==> config.mk <==
export PLATFORM = sky130hd
export DESIGN_NAME = tinyriscv_test_monitor
export DESIGN_NICKNAME = d
export VERILOG_FILES = /design/src/rtl/tinyriscv_test_monitor_pkg.sv /design/src/rtl/tinyriscv_test_monitor_reg_snoop.sv /design/src/rtl/tinyriscv_test_monitor.sv
export SDC_FILE = /design/constraint.sdc
export NUM_CORES = 1
export LEC_CHECK = 0
export CAP_MARGIN = 20
export CORE_UTILIZATION = 55
export CTS_BUF_LIST = sky130_fd_sc_hd__clkbuf_16
export DETAILED_ROUTE_END_ITERATION = 6
export HOLD_SLACK_MARGIN = 0.08
export PLACE_DENSITY_LB_ADDON = 0.25
export SYNTH_ARGS = -nofsm -noshare
export SYNTH_HDL_FRONTEND = slang
export SYNTH_SLANG_ARGS = --single-unit
export TNS_END_PERCENT = 1
==> constraint.sdc <==
create_clock -name clk -period 4.06 [get_ports clk]
set_clock_uncertainty 0.2 [all_clocks]
set_input_delay 0.406 -clock clk [delete_from_list [all_inputs] [get_ports clk]]
set_output_delay 0.406 -clock clk [all_outputs]
set_load 0.1 [all_outputs]
==> src/rtl/tinyriscv_test_monitor_pkg.sv <==
// Shared widths, monitor FSM encoding and default ISA-test handshake register indices.
package tinyriscv_defines;

  localparam int RegAddrBus = 5;
  localparam int RegBus     = 32;

  localparam int TEST_DONE_REG = 26;
  localparam int TEST_PASS_REG = 27;
  localparam int TEST_NUM_REG  = 3;

  typedef enum logic [1:0] {
    MON_RESET  = 2'd0,
    MON_RUN    = 2'd1,
    MON_SETTLE = 2'd2,
    MON_DONE   = 2'd3
  } mon_state_t;

  function automatic logic [RegBus-1:0] sat_inc(input logic [RegBus-1:0] v);
    return (v == {RegBus{1'b1}}) ? v : v + 1'b1;
  endfunction

endpackage

==> src/rtl/tinyriscv_test_monitor_reg_snoop.sv <==
// One shadow of a regfile register, loaded on a matching write port hit unless frozen.
module mon_reg_snoop
  import tinyriscv_defines::*;
#(
  parameter int IDX = 0
) (
  input  logic                  clk,
  input  logic                  rst_n,
  input  logic                  we,
  input  logic [RegAddrBus-1:0] waddr,
  input  logic [RegBus-1:0]     wdata,
  input  logic                  freeze,
  output logic [RegBus-1:0]     q_next
);

  localparam logic [RegAddrBus-1:0] ADDR = RegAddrBus'(IDX);

  logic [RegBus-1:0] q;

  // x0 is hardwired to zero in the core, so writes to it never reach a shadow
  assign q_next = (we && !freeze && (waddr == ADDR) && (waddr != '0)) ? wdata : q;

  always_ff @(posedge clk) begin
    if (!rst_n) q <= '0;
    else        q <= q_next;
  end

endmodule

==> src/rtl/tinyriscv_test_monitor.sv <==
// Snoops the regfile write port and turns the x26/x27/x3 ISA-test handshake into flat verdicts.
module tinyriscv_test_monitor
  import tinyriscv_defines::*;
#(
  parameter int DONE_REG       = TEST_DONE_REG,
  parameter int PASS_REG       = TEST_PASS_REG,
  parameter int NUM_REG        = TEST_NUM_REG,
  parameter int SETTLE_CYCLES  = 5,
  parameter int TIMEOUT_CYCLES = 1000
) (
  input  logic                  clk,
  input  logic                  rst_n,
  input  logic                  we_i,
  input  logic [RegAddrBus-1:0] waddr_i,
  input  logic [RegBus-1:0]     wdata_i,
  output logic                  done_o,
  output logic                  pass_o,
  output logic                  fail_o,
  output logic                  timeout_o,
  output logic [RegBus-1:0]     testnum_o,
  output logic [RegBus-1:0]     cycle_cnt_o
);

  localparam logic [RegAddrBus-1:0] DONE_ADDR   = RegAddrBus'(DONE_REG);
  localparam logic [RegBus-1:0]     SETTLE_LOAD = RegBus'(SETTLE_CYCLES - 1);
  localparam logic [RegBus-1:0]     TO_LAST     = RegBus'(TIMEOUT_CYCLES - 1);

  mon_state_t        state;
  logic [RegBus-1:0] cycle_cnt;
  logic [RegBus-1:0] cycle_inc;
  logic [RegBus-1:0] settle_cnt;
  logic [RegBus-1:0] done_next;
  logic [RegBus-1:0] pass_next;
  logic [RegBus-1:0] num_next;
  logic              freeze;
  logic              done_trig;
  logic              pass_now;

  assign freeze    = (state == MON_DONE);
  assign cycle_inc = sat_inc(cycle_cnt);
  assign pass_now  = (pass_next == 32'h1);
  assign done_trig = we_i && (waddr_i == DONE_ADDR) && (DONE_ADDR != '0)
                     && (done_next == 32'h1);

  mon_reg_snoop #(.IDX(DONE_REG)) u_done (
    .clk(clk), .rst_n(rst_n), .we(we_i), .waddr(waddr_i), .wdata(wdata_i),
    .freeze(freeze), .q_next(done_next)
  );

  mon_reg_snoop #(.IDX(PASS_REG)) u_pass (
    .clk(clk), .rst_n(rst_n), .we(we_i), .waddr(waddr_i), .wdata(wdata_i),
    .freeze(freeze), .q_next(pass_next)
  );

  mon_reg_snoop #(.IDX(NUM_REG)) u_num (
    .clk(clk), .rst_n(rst_n), .we(we_i), .waddr(waddr_i), .wdata(wdata_i),
    .freeze(freeze), .q_next(num_next)
  );

  always_ff @(posedge clk) begin
    if (!rst_n) begin
      state       <= MON_RESET;
      cycle_cnt   <= '0;
      settle_cnt  <= '0;
      done_o      <= 1'b0;
      pass_o      <= 1'b0;
      fail_o      <= 1'b0;
      timeout_o   <= 1'b0;
      testnum_o   <= '0;
      cycle_cnt_o <= '0;
    end else begin
      case (state)
        MON_RESET: state <= MON_RUN;
        MON_RUN: begin
          cycle_cnt   <= cycle_inc;
          cycle_cnt_o <= cycle_inc;
          testnum_o   <= num_next;
          // a done write in the timeout cycle takes priority over the timeout
          if (done_trig) begin
            state      <= MON_SETTLE;
            settle_cnt <= SETTLE_LOAD;
          end else if (cycle_cnt == TO_LAST) begin
            state     <= MON_DONE;
            done_o    <= 1'b1;
            timeout_o <= 1'b1;
            fail_o    <= 1'b1;
            pass_o    <= 1'b0;
          end
        end
        MON_SETTLE: begin
          cycle_cnt   <= cycle_inc;
          cycle_cnt_o <= cycle_inc;
          testnum_o   <= num_next;
          settle_cnt  <= settle_cnt - 1'b1;
          if (settle_cnt == '0) begin
            state  <= MON_DONE;
            done_o <= 1'b1;
            pass_o <= pass_now;
            fail_o <= !pass_now;
          end
        end
        MON_DONE: state <= MON_DONE;
        default:  state <= MON_RESET;
      endcase
    end
  end

endmodule

# After elaboration in Yosys (flattened, before gate mapping)
# Cells that the tools add are included.
# totals
reg_bits,198
input_bits,40
output_inout_bits,68
wordCells,70
# classes
n_addsub,2
eq_ne,15
muxes,19
bitwise_logic,2
n_reduce_logical,21
# op_table
operator,n
32-bit two-way mux,4
32-bit by 1-bit == test with 1-bit output (second input constant),2
32-bit case mux with 2 select lines,1
32-bit by 1-bit adder with 32-bit output (second input constant),1
32-bit by 10-bit == test with 1-bit output (second input constant),1
32-bit == test (second input constant),1
32-bit zero test,1
32-bit by 1-bit subtractor with 32-bit output (second input constant),1
5-bit == test (second input constant),2
1-bit logical AND,9
2-bit inequality test (second input constant),4
2-bit case mux with 4 select lines,1
1-bit two-way mux,7
2-bit two-way mux,3
1-bit case mux with 2 select lines,3
2-bit AND reduction,3
5-bit by 2-bit == test with 1-bit output (second input constant),1
5-bit nonzero test,1
2-bit == test (second input constant),2
4-bit AND reduction,1
3-bit inequality test (second input constant),1
3-bit AND reduction,1
2-bit by 1-bit == test with 1-bit output (second input constant),1
1-bit zero test,2
other kinds (4),5

# Logic depth before layout (Yosys ltp)
# Gate-level depths: netlist of run 1.
# logic_depth
word_depth,10
depth_mapped,9
ltp_nobuf,8

# Hierarchy
# Synthesis of run 1 repeated with hierarchy kept, for this count alone.
# unflattened
hier_cells,1061
area_unflattened_um2,10199.8
# modules_own_cells
module,instances,cells_each,area_per_inst_um2,seq_area_each_um2
tinyriscv_test_monitor,1,530,4703.3,2042.0
mon_reg_snoop at u_num,1,178,1853.0,640.6
mon_reg_snoop at u_done,1,176,1821.7,640.6
mon_reg_snoop at u_pass,1,177,1821.7,640.6

# Least setup slack after synthesis of run 1
# Ideal clock, no wire load.
# synth_timing
path_type,flip-flop to flip-flop
from,register cycle_cnt[23]
to,register cycle_cnt[10]
setup_time_ps,128
arrival_ps,2948
t_required_ps,3732
path_slack_ps,784
stages_incl_launch_ff,9
synth_period_minus_slack_ps,3276
path_cell_list,dfxtp_1 > and4_1 > clkbuf_1 > nand4_1 > nor4_1 > clkbuf_1 > nor3_1 > xnor2_1 > nor2_1
# synth_via
elab_chain_cells,3
# synth_lines
item,line_no,rtl
"start, declared",tinyriscv_test_monitor.sv:29,logic [RegBus-1:0] cycle_cnt;
"start signal, assigned",tinyriscv_test_monitor.sv:75,cycle_cnt <= cycle_inc;
"start signal, assigned",tinyriscv_test_monitor.sv:91,cycle_cnt <= cycle_inc;
32-bit == test,tinyriscv_test_monitor_pkg.sv:19,return (v == {RegBus{1'b1}}) ? v : v + 1'b1;
1-bit NOT (no line),--,
2-bit AND reduction (no line),--,
# No other way between the ends.
# A chain may end at the register's enable or synchronous reset.

# Final worst setup path of run 1
# layout_timing
from,register state[0]
to,register fail_o
# layout_via
elab_chain_cells,10
elab_cells_between_ends,22
# layout_lines
item,line_no,rtl
"start, declared",tinyriscv_test_monitor.sv:28,mon_state_t state;
"start signal, assigned",tinyriscv_test_monitor.sv:62,state <= MON_RESET;
"start signal, assigned",tinyriscv_test_monitor.sv:73,MON_RESET: state <= MON_RUN;
"start signal, assigned",tinyriscv_test_monitor.sv:80,state <= MON_SETTLE;
2-bit == test,tinyriscv_test_monitor.sv:39,assign freeze = (state == MON_DONE);
1-bit zero test,tinyriscv_test_monitor_reg_snoop.sv:21,assign q_next = (we && !freeze && (waddr == ADDR) && (waddr != '0)) ? wdata : q;
1-bit logical AND (3 in a row),tinyriscv_test_monitor_reg_snoop.sv:21,
32-bit two-way mux,tinyriscv_test_monitor_reg_snoop.sv:21,
"32-bit by 1-bit == test with 1-bit output, on equally long branches","tinyriscv_test_monitor.sv:43, tinyriscv_test_monitor.sv:41",
1-bit logical AND / 1-bit zero test (equally long branches),"tinyriscv_test_monitor.sv:43, tinyriscv_test_monitor.sv:99",
2-bit inequality test (no line) / 1-bit two-way mux (equally long branches),--,
4-bit AND reduction (no line) / 1-bit case mux with 2 select lines (equally long branches),--,
"end signal, assigned",tinyriscv_test_monitor.sv:99,fail_o <= !pass_now;
"end, declared",tinyriscv_test_monitor.sv:18,"output logic fail_o,"
# Several ways; a longest one is shown, not always the timed one. The select of a mux whose other input is x is not followed.

==> impl_metrics.env, run 1 <==
export IMPL_grt_overflow_total=0
export IMPL_post_dp_hpwl_um=13260
export IMPL_yosys_warnings=0
export IMPL_status="finished, final reports clean"
export IMPL_setup_worst_path_class="reg2reg"
export IMPL_detail_route_first_pass_iterations=5
export IMPL_post_route_util_pct=68.92
export IMPL_share_of_cells_above_drive_strength_1_pct=6.174
export IMPL_power_per_cell_area_nw_per_um2=666.6
export IMPL_die_area_sq_um=15550
export IMPL_detail_route_wirelength_um=19960
export IMPL_mapped_avg_cell_area_sq_um=8.464
export IMPL_area_sequential_sq_um=3964
export IMPL_worst_setup_path_start_kind="flop"
export IMPL_yosysUniqueCellTypes=54
export IMPL_initial_utilization_pct=56.74
export IMPL_place_area_sq_um=9503
export IMPL_critical_path_buf_inv_count=1
export IMPL_grt_use_total_pct=25.53
export IMPL_cts_clk_slew_worst_paths_ns=0.07
export IMPL_antenna_left=0
export IMPL_root_buffer="sky130_fd_sc_hd__clkbuf_16"
export IMPL_numPortBuffers=107
export IMPL_grt_max_degree=123
export IMPL_tritoncts_clock_tree="done"
export IMPL_clk_insertion_delay_late_ns=0.43
export IMPL_drc_errors=0
export IMPL_gp_congestion=0.8381
export IMPL_route_vias_total=7359
export IMPL_critPathCaptureType="flop"
export IMPL_layout_nets=1102
export IMPL_cp_data_arrival_time_ns=3.38
export IMPL_post_synth_edffs=0
export IMPL_final_fill_count=1222
export IMPL_peakVddDrop_mv=0.4022
export IMPL_hold_viol_final=0
export IMPL_syn_cell_area_sq_um=8278
export IMPL_dieWidth_um=124.7
export IMPL_max_freq_mhz=308.1
export IMPL_post_place_cells=1221
export IMPL_final_instance_count_excl_fill=1253
export IMPL_cts_sink_count=198
export IMPL_final_instance_area_sq_um=10050
export IMPL_insertedDiodeCount=0
export IMPL_cts_made_buffers=17
export IMPL_synth_async_reset_ratio_pct=0
export IMPL_number_of_vias_per_cell_after_detailed_routing=5.873
export IMPL_cp_cell_sequence="ha_1 > nor4bb_1 > or4_1 > a2111oi_2 > buf_4 > nor4_1 > o21ai_1 > a211oi_1"
export IMPL_timing_max_cap_violations=0
export IMPL_synth_seq_area_share_pct=47.88
export IMPL_antenna_found_initial=0
export IMPL_synthesis_nets=1024
export IMPL_clockBufferDepth=2
export IMPL_wire_length_of_the_first_global_routing_pass_um=32640
export IMPL_netlist_instances=978
export IMPL_core_area_sq_um=14590
export IMPL_min_period_ns=3.246
export IMPL_number_of_levels_in_the_clock_h_tree=4
export IMPL_finalSetupViolations=0
export IMPL_number_of_global_route_vias_before_repair=6706
export IMPL_worstPathMaxFanout=6
export IMPL_max_slew_margin_pct=30.33
export IMPL_drt_wirelength_per_cell_um=15.93
export IMPL_critical_path_top_delay_family="simple AND/OR/NAND/NOR gates"
export IMPL_p_leak_nw=3.603
export IMPL_totalNegativeSetupSlack_ns=0
export IMPL_core_rowCount=44
export IMPL_cts_post_setup_buffers_inserted=0
export IMPL_multi_input_area_sq_um=4068
export IMPL_hold_buffers=0
export IMPL_most_common_flop_cell_mapped_by_yosys="sky130_fd_sc_hd__dfxtp_1"
export IMPL_tightest_slew_ns=1.042
export IMPL_fp_dieH_um=124.7
export IMPL_critical_path_max_stage_delay_ns=0.76
export IMPL_num_io_pins=108
export IMPL_worst_hold_path_type="reg2reg"
export IMPL_post_cts_resize_count=0
export IMPL_worstPathRequired_ns=4.20
export IMPL_drt_first_iter_violations=655
export IMPL_grt_setup_unrepaired="no"
export IMPL_cpMaxStageDelayCell="sky130_fd_sc_hd__nor4_1"
export IMPL_synthToLayoutAreaGrowth_pct=21.46
export IMPL_synth_ff_latch_count=198
export IMPL_post_route_period_util_pct=79.94
export IMPL_final_max_slew_violation_count=0
## synth_stat cells (3+ instances only)
cell,instances,share of area [%]
sky130_fd_sc_hd__or3_1,24,1.8
sky130_fd_sc_hd__nand2b_1,4,0.30
sky130_fd_sc_hd__nand3b_1,4,0.36
sky130_fd_sc_hd__nand3_1,20,1.2
sky130_fd_sc_hd__nor4b_1,5,0.53
sky130_fd_sc_hd__o31ai_1,17,1.5
sky130_fd_sc_hd__nor4_1,36,2.7
sky130_fd_sc_hd__o41ai_1,3,0.32
sky130_fd_sc_hd__nand4_1,17,1.3
sky130_fd_sc_hd__a31oi_1,3,0.23
sky130_fd_sc_hd__buf_1,3,0.14
sky130_fd_sc_hd__ha_1,6,0.91
sky130_fd_sc_hd__dfxtp_1,198,48
sky130_fd_sc_hd__a211oi_1,33,3.0
sky130_fd_sc_hd__or2_2,7,0.53
sky130_fd_sc_hd__inv_1,10,0.45
sky130_fd_sc_hd__xor2_1,5,0.53
sky130_fd_sc_hd__and4_1,9,0.95
sky130_fd_sc_hd__nand2_1,158,7.2
sky130_fd_sc_hd__nor3_1,23,1.4
sky130_fd_sc_hd__mux2i_1,34,4.1
sky130_fd_sc_hd__o21ai_1,11,0.67
sky130_fd_sc_hd__nor2_1,103,4.7
sky130_fd_sc_hd__o21ai_0,6,0.36
sky130_fd_sc_hd__xnor2_1,18,1.9
sky130_fd_sc_hd__a21oi_1,103,6.2
sky130_fd_sc_hd__clkbuf_1,57,2.6
sky130_fd_sc_hd__or4_1,26,2.4
## tightest hold or removal path, cell delays in order, from the launching register on
cell	delay (ns)
sky130_fd_sc_hd__dfxtp_1	0.31
sky130_fd_sc_hd__inv_1	0.05
sky130_fd_sc_hd__a21oi_1	0.05
## flip-flops by register name, summed over array words and instances, names as in the netlist
| name | cells |
|---|---|
| settle_cnt | 32 |
| done_o | 1 |
| u_pass.q | 32 |
| state | 2 |
| cycle_cnt | 32 |
| testnum_o | 32 |
| u_done.q | 32 |
| timeout_o | 1 |
| pass_o | 1 |
| fail_o | 1 |
| u_num.q | 32 |
## final cells by class
| cell class | instances | area share, % |
|---|---|---|
| multi-input combinational | 707 | 40.46 |
| sequential | 198 | 39.42 |
| timing repair buffer | 120 | 11.87 |
| clock buffer | 17 | 4.231 |
| tap | 184 | 2.290 |
| clock inverter | 15 | 1.257 |
| inverter | 12 | 0.4729 |
## path summary, 6_finish.rpt
check                 from      to  slack, ns  cells after the start
hold reg to reg     done_o  done_o       0.25                      2
setup / recovery  state[0]  fail_o       0.81                      8
setup reg to reg  state[0]  fail_o       0.81                      8
hold / removal      done_o  done_o       0.25                      2
## per-layer routing
layer | GRT usage (%) | vias up | share of wire [%]
li1 | - | 3658 | -
met1 | 32.66 | 3468 | 45
met2 | 42.74 | 203 | 49
met3 | 4.854 | 30 | 4.4
met4 | 9.213 | 0 | 2.2
met5 | 0 | - | 0
## where the power goes
group | switching [mW] | internal (mW) | total [mW]
clock | 0.744 | 0.851 | 1.59
combinational | 1.86 | 0.869 | 2.73
sequential | 0.190 | 2.19 | 2.38
total | 2.80 | 3.91 | 6.70
## through the flow
stage	setup WS (ns)	hold slack, ns	power [mW]
2_1_floorplan	0.7844	0.2316	4.519
3_3_place_gp	0.6175	0.2351	5.066
3_5_place_dp	0.5179	0.2388	5.122
4_1_cts	0.8772	0.2489	6.725
5_1_grt	0.6693	0.2774	7.091
6_report	0.8144	0.2481	6.703
## layout by cell type (no fill, tap or decap), types with 3 or more instances in the layout
master / netlist / layout
sky130_fd_sc_hd__a31oi_1: 3 / 3
sky130_fd_sc_hd__nor4b_1: 5 / 5
sky130_fd_sc_hd__clkdlybuf4s50_1: 0 / 107
sky130_fd_sc_hd__nor3_1: 23 / 23
sky130_fd_sc_hd__xnor2_1: 18 / 18
sky130_fd_sc_hd__dfxtp_1: 198 / 198
sky130_fd_sc_hd__or2_2: 7 / 7
sky130_fd_sc_hd__inv_6: 0 / 4
sky130_fd_sc_hd__nor2_1: 103 / 103
sky130_fd_sc_hd__and4_1: 9 / 9
sky130_fd_sc_hd__or4_1: 26 / 26
sky130_fd_sc_hd__nand2b_1: 4 / 4
sky130_fd_sc_hd__nand2_1: 158 / 158
sky130_fd_sc_hd__nand3_1: 20 / 19
sky130_fd_sc_hd__or3_1: 24 / 24
sky130_fd_sc_hd__a211oi_1: 33 / 33
sky130_fd_sc_hd__o41ai_1: 3 / 3
sky130_fd_sc_hd__nor4_1: 36 / 34
sky130_fd_sc_hd__a21oi_1: 103 / 103
sky130_fd_sc_hd__nand4_1: 17 / 17
sky130_fd_sc_hd__clkinv_2: 0 / 3
sky130_fd_sc_hd__nand3b_1: 4 / 4
sky130_fd_sc_hd__o21ai_1: 11 / 11
sky130_fd_sc_hd__mux2i_1: 34 / 34
sky130_fd_sc_hd__xor2_1: 5 / 5
sky130_fd_sc_hd__buf_4: 0 / 11
sky130_fd_sc_hd__clkbuf_16: 0 / 17
sky130_fd_sc_hd__inv_1: 10 / 12
sky130_fd_sc_hd__o21ai_0: 6 / 6
sky130_fd_sc_hd__o31ai_1: 17 / 17
sky130_fd_sc_hd__clkinv_1: 2 / 3
sky130_fd_sc_hd__ha_1: 6 / 5
## logic make-up after synthesis
family                     after synthesis  share of synthesized area (%)
xor gates and xnor gates                23                          2.433
AOI/OAI and AO/OA                      188                          14.04
DFF                                    198                          47.88
muxes                                   35                          4.247
adders and majority gates                6                         0.9069
buffers and inverters                   73                          3.325
and+or+nand+nor                        455                          27.16
Note: power is estimated with default switching activity, not from simulation.
==> run 2: changes to the inputs <==
==> constraint.sdc (replaced) <==
create_clock -name clk -period 3.3 [get_ports clk]
set_clock_uncertainty 0.2 [all_clocks]
set_input_delay 0.33 -clock clk [delete_from_list [all_inputs] [get_ports clk]]
set_output_delay 0.33 -clock clk [all_outputs]
set_load 0.1 [all_outputs]
==> impl_metrics.env, run 2 (synthesis results as in run 1) <==
export IMPL_number_of_vias_per_cell_after_detailed_routing=5.883
export IMPL_numPortBuffers=107
export IMPL_setup_worst_path_class="reg2reg"
export IMPL_critPathCaptureType="flop"
export IMPL_number_of_levels_in_the_clock_h_tree=4
export IMPL_fp_dieH_um=124.7
export IMPL_grt_setup_unrepaired="no"
export IMPL_finalSetupViolations=0
export IMPL_min_period_ns=3.019
export IMPL_clockBufferDepth=2
export IMPL_share_of_cells_above_drive_strength_1_pct=12.47
export IMPL_cts_clk_slew_worst_paths_ns=0.07
export IMPL_initial_utilization_pct=56.74
export IMPL_most_common_layout_cells="sky130_fd_sc_hd__dfxtp_1, sky130_fd_sc_hd__nand2_1, sky130_fd_sc_hd__nor2_1, sky130_fd_sc_hd__a21oi_1, sky130_fd_sc_hd__buf_4"
export IMPL_wire_length_of_the_first_global_routing_pass_um=33830
export IMPL_tritoncts_clock_tree="done"
export IMPL_cts_sink_count=198
export IMPL_hp_start="done_o"
export IMPL_max_freq_mhz=331.3
export IMPL_clk_insertion_delay_late_ns=0.43
export IMPL_power_per_cell_area_nw_per_um2=813.5
export IMPL_cp_data_arrival_time_ns=3.18
export IMPL_status="finished, final reports clean"
export IMPL_post_dp_hpwl_um=13900
export IMPL_r2r_cells=6
export IMPL_peakVddDrop_mv=0.4875
export IMPL_final_max_slew_violation_count=0
export IMPL_antenna_found_initial=0
export IMPL_drc_errors=0
export IMPL_drt_wirelength_per_cell_um=15.86
export IMPL_layout_nets=1141
export IMPL_worstPathMaxFanout=15
export IMPL_antenna_left=0
export IMPL_cp_cell_sequence="or4_4 > or3_4 > or3_4 > or4_1 > or3_1 > a21oi_1"
export IMPL_num_io_pins=108
export IMPL_route_vias_total=7595
export IMPL_timing_max_cap_violations=0
export IMPL_cell_repeated_most_along_the_worst_path="sky130_fd_sc_hd__or3_4"
export IMPL_dieWidth_um=124.7
export IMPL_hold_viol_final=0
export IMPL_drt_first_iter_violations=599
export IMPL_worst_setup_path_start_kind="flop"
export IMPL_grt_use_total_pct=26.48
export IMPL_insertedDiodeCount=0
export IMPL_regToRegStartpoint="settle_cnt[6]"
export IMPL_setup_worst_path_end="settle_cnt[31]"
export IMPL_core_rowCount=44
export IMPL_root_buffer="sky130_fd_sc_hd__clkbuf_16"
export IMPL_worst_hold_path_type="reg2reg"
export IMPL_total_power_mw=8.344
export IMPL_grt_overflow_total=0
export IMPL_cpMaxStageDelayCell="sky130_fd_sc_hd__or4_4"
export IMPL_core_area_sq_um=14590
export IMPL_synthToLayoutAreaGrowth_pct=23.91
export IMPL_number_of_global_route_vias_before_repair=6999
export IMPL_gp_congestion=0.8203
export IMPL_rr_endpoint="settle_cnt[31]"
export IMPL_cts_post_setup_buffers_inserted=0
export IMPL_startpoint="settle_cnt[6]"
export IMPL_die_area_sq_um=15550
export IMPL_p_leak_nw=3.853
export IMPL_final_instance_area_sq_um=10260
export IMPL_tightest_slew_ns=0.9933
export IMPL_worst_r2r_setup_slack_ns=0.28
export IMPL_detail_route_wirelength_um=20470
export IMPL_post_route_period_util_pct=91.47
export IMPL_post_cts_resize_count=0
export IMPL_detail_route_first_pass_iterations=5
export IMPL_hold_buffers=0
export IMPL_worstPathRequired_ns=3.46
export IMPL_final_common_cell="sky130_fd_sc_hd__dfxtp_1"
export IMPL_max_slew_margin_pct=33.57
export IMPL_critical_path_max_stage_delay_ns=0.59
export IMPL_grt_max_degree=169
export IMPL_cts_made_buffers=17
export IMPL_place_area_sq_um=9703
==> run 2: critical path, delay by kind of cell (launching register included) <==
kind,cells,cell delay (ns)
AOI/OAI and AO/OA,1,0.15
and+or+nand+nor,5,2.22
DFF,1,0.38
==> run 2: per-stage QoR <==
| step | utilization, % | instances | TNS (ns) | hold WS, ns | worst slack (ns) |
|---|---|---|---|---|---|
| 3_3_place_gp | 66.51 | 1259 | 0 | 0.2387 | 0.00009304 |
| 3_5_place_dp | 66.51 | 1259 | -0.005834 | 0.2403 | -0.005834 |
| 4_1_cts | 70.21 | 1290 | 0 | 0.2499 | 0.09821 |
| 2_1_floorplan | - | 978 | 0 | 0.2316 | 0.02444 |
| 5_1_grt | 70.31 | 1291 | 0 | 0.2796 | 0.1259 |
| 6_report | 70.31 | 1291 | 0 | 0.2479 | 0.2814 |
==> run 2: cell type report <==
class | count | area, sq um
Sequential cell | 198 | 3964
Timing Repair Buffer | 159 | 1409
Multi-Input combinational cell | 707 | 4068
Clock buffer | 17 | 425.4
Fill cell | 1155 | 4332
Clock inverter | 14 | 113.9
Inverter | 12 | 47.55
Tap cell | 184 | 230.2
==> run 2: report_power, final <==
group	switching (mW)	internal (mW)	total [mW]	leakage (nW)
Combinational	2.35	1.16	3.50	1.97
Clock	0.892	1.03	1.92	0.275
Sequential	0.228	2.69	2.92	1.60
==> run 2: worst min path at each step <==
stage                       end  slack, ns  cells after the start
floorplan           u_done.q[0]       0.23                      2
global placement         done_o       0.24                      2
detailed placement       done_o       0.24                      2
CTS                      done_o       0.25                      2
global route        u_pass.q[5]       0.28                      2
finish                   done_o       0.25                      2
==> run 2: metal layers <==
layer	track usage [%]	part of all wire, %	vias to the layer above
met1	32.66	43	3576
met4	10.28	2.7	0
met3	4.725	4.8	40
met2	45.66	50	232
li1	-	-	3747
met5	0	0	-
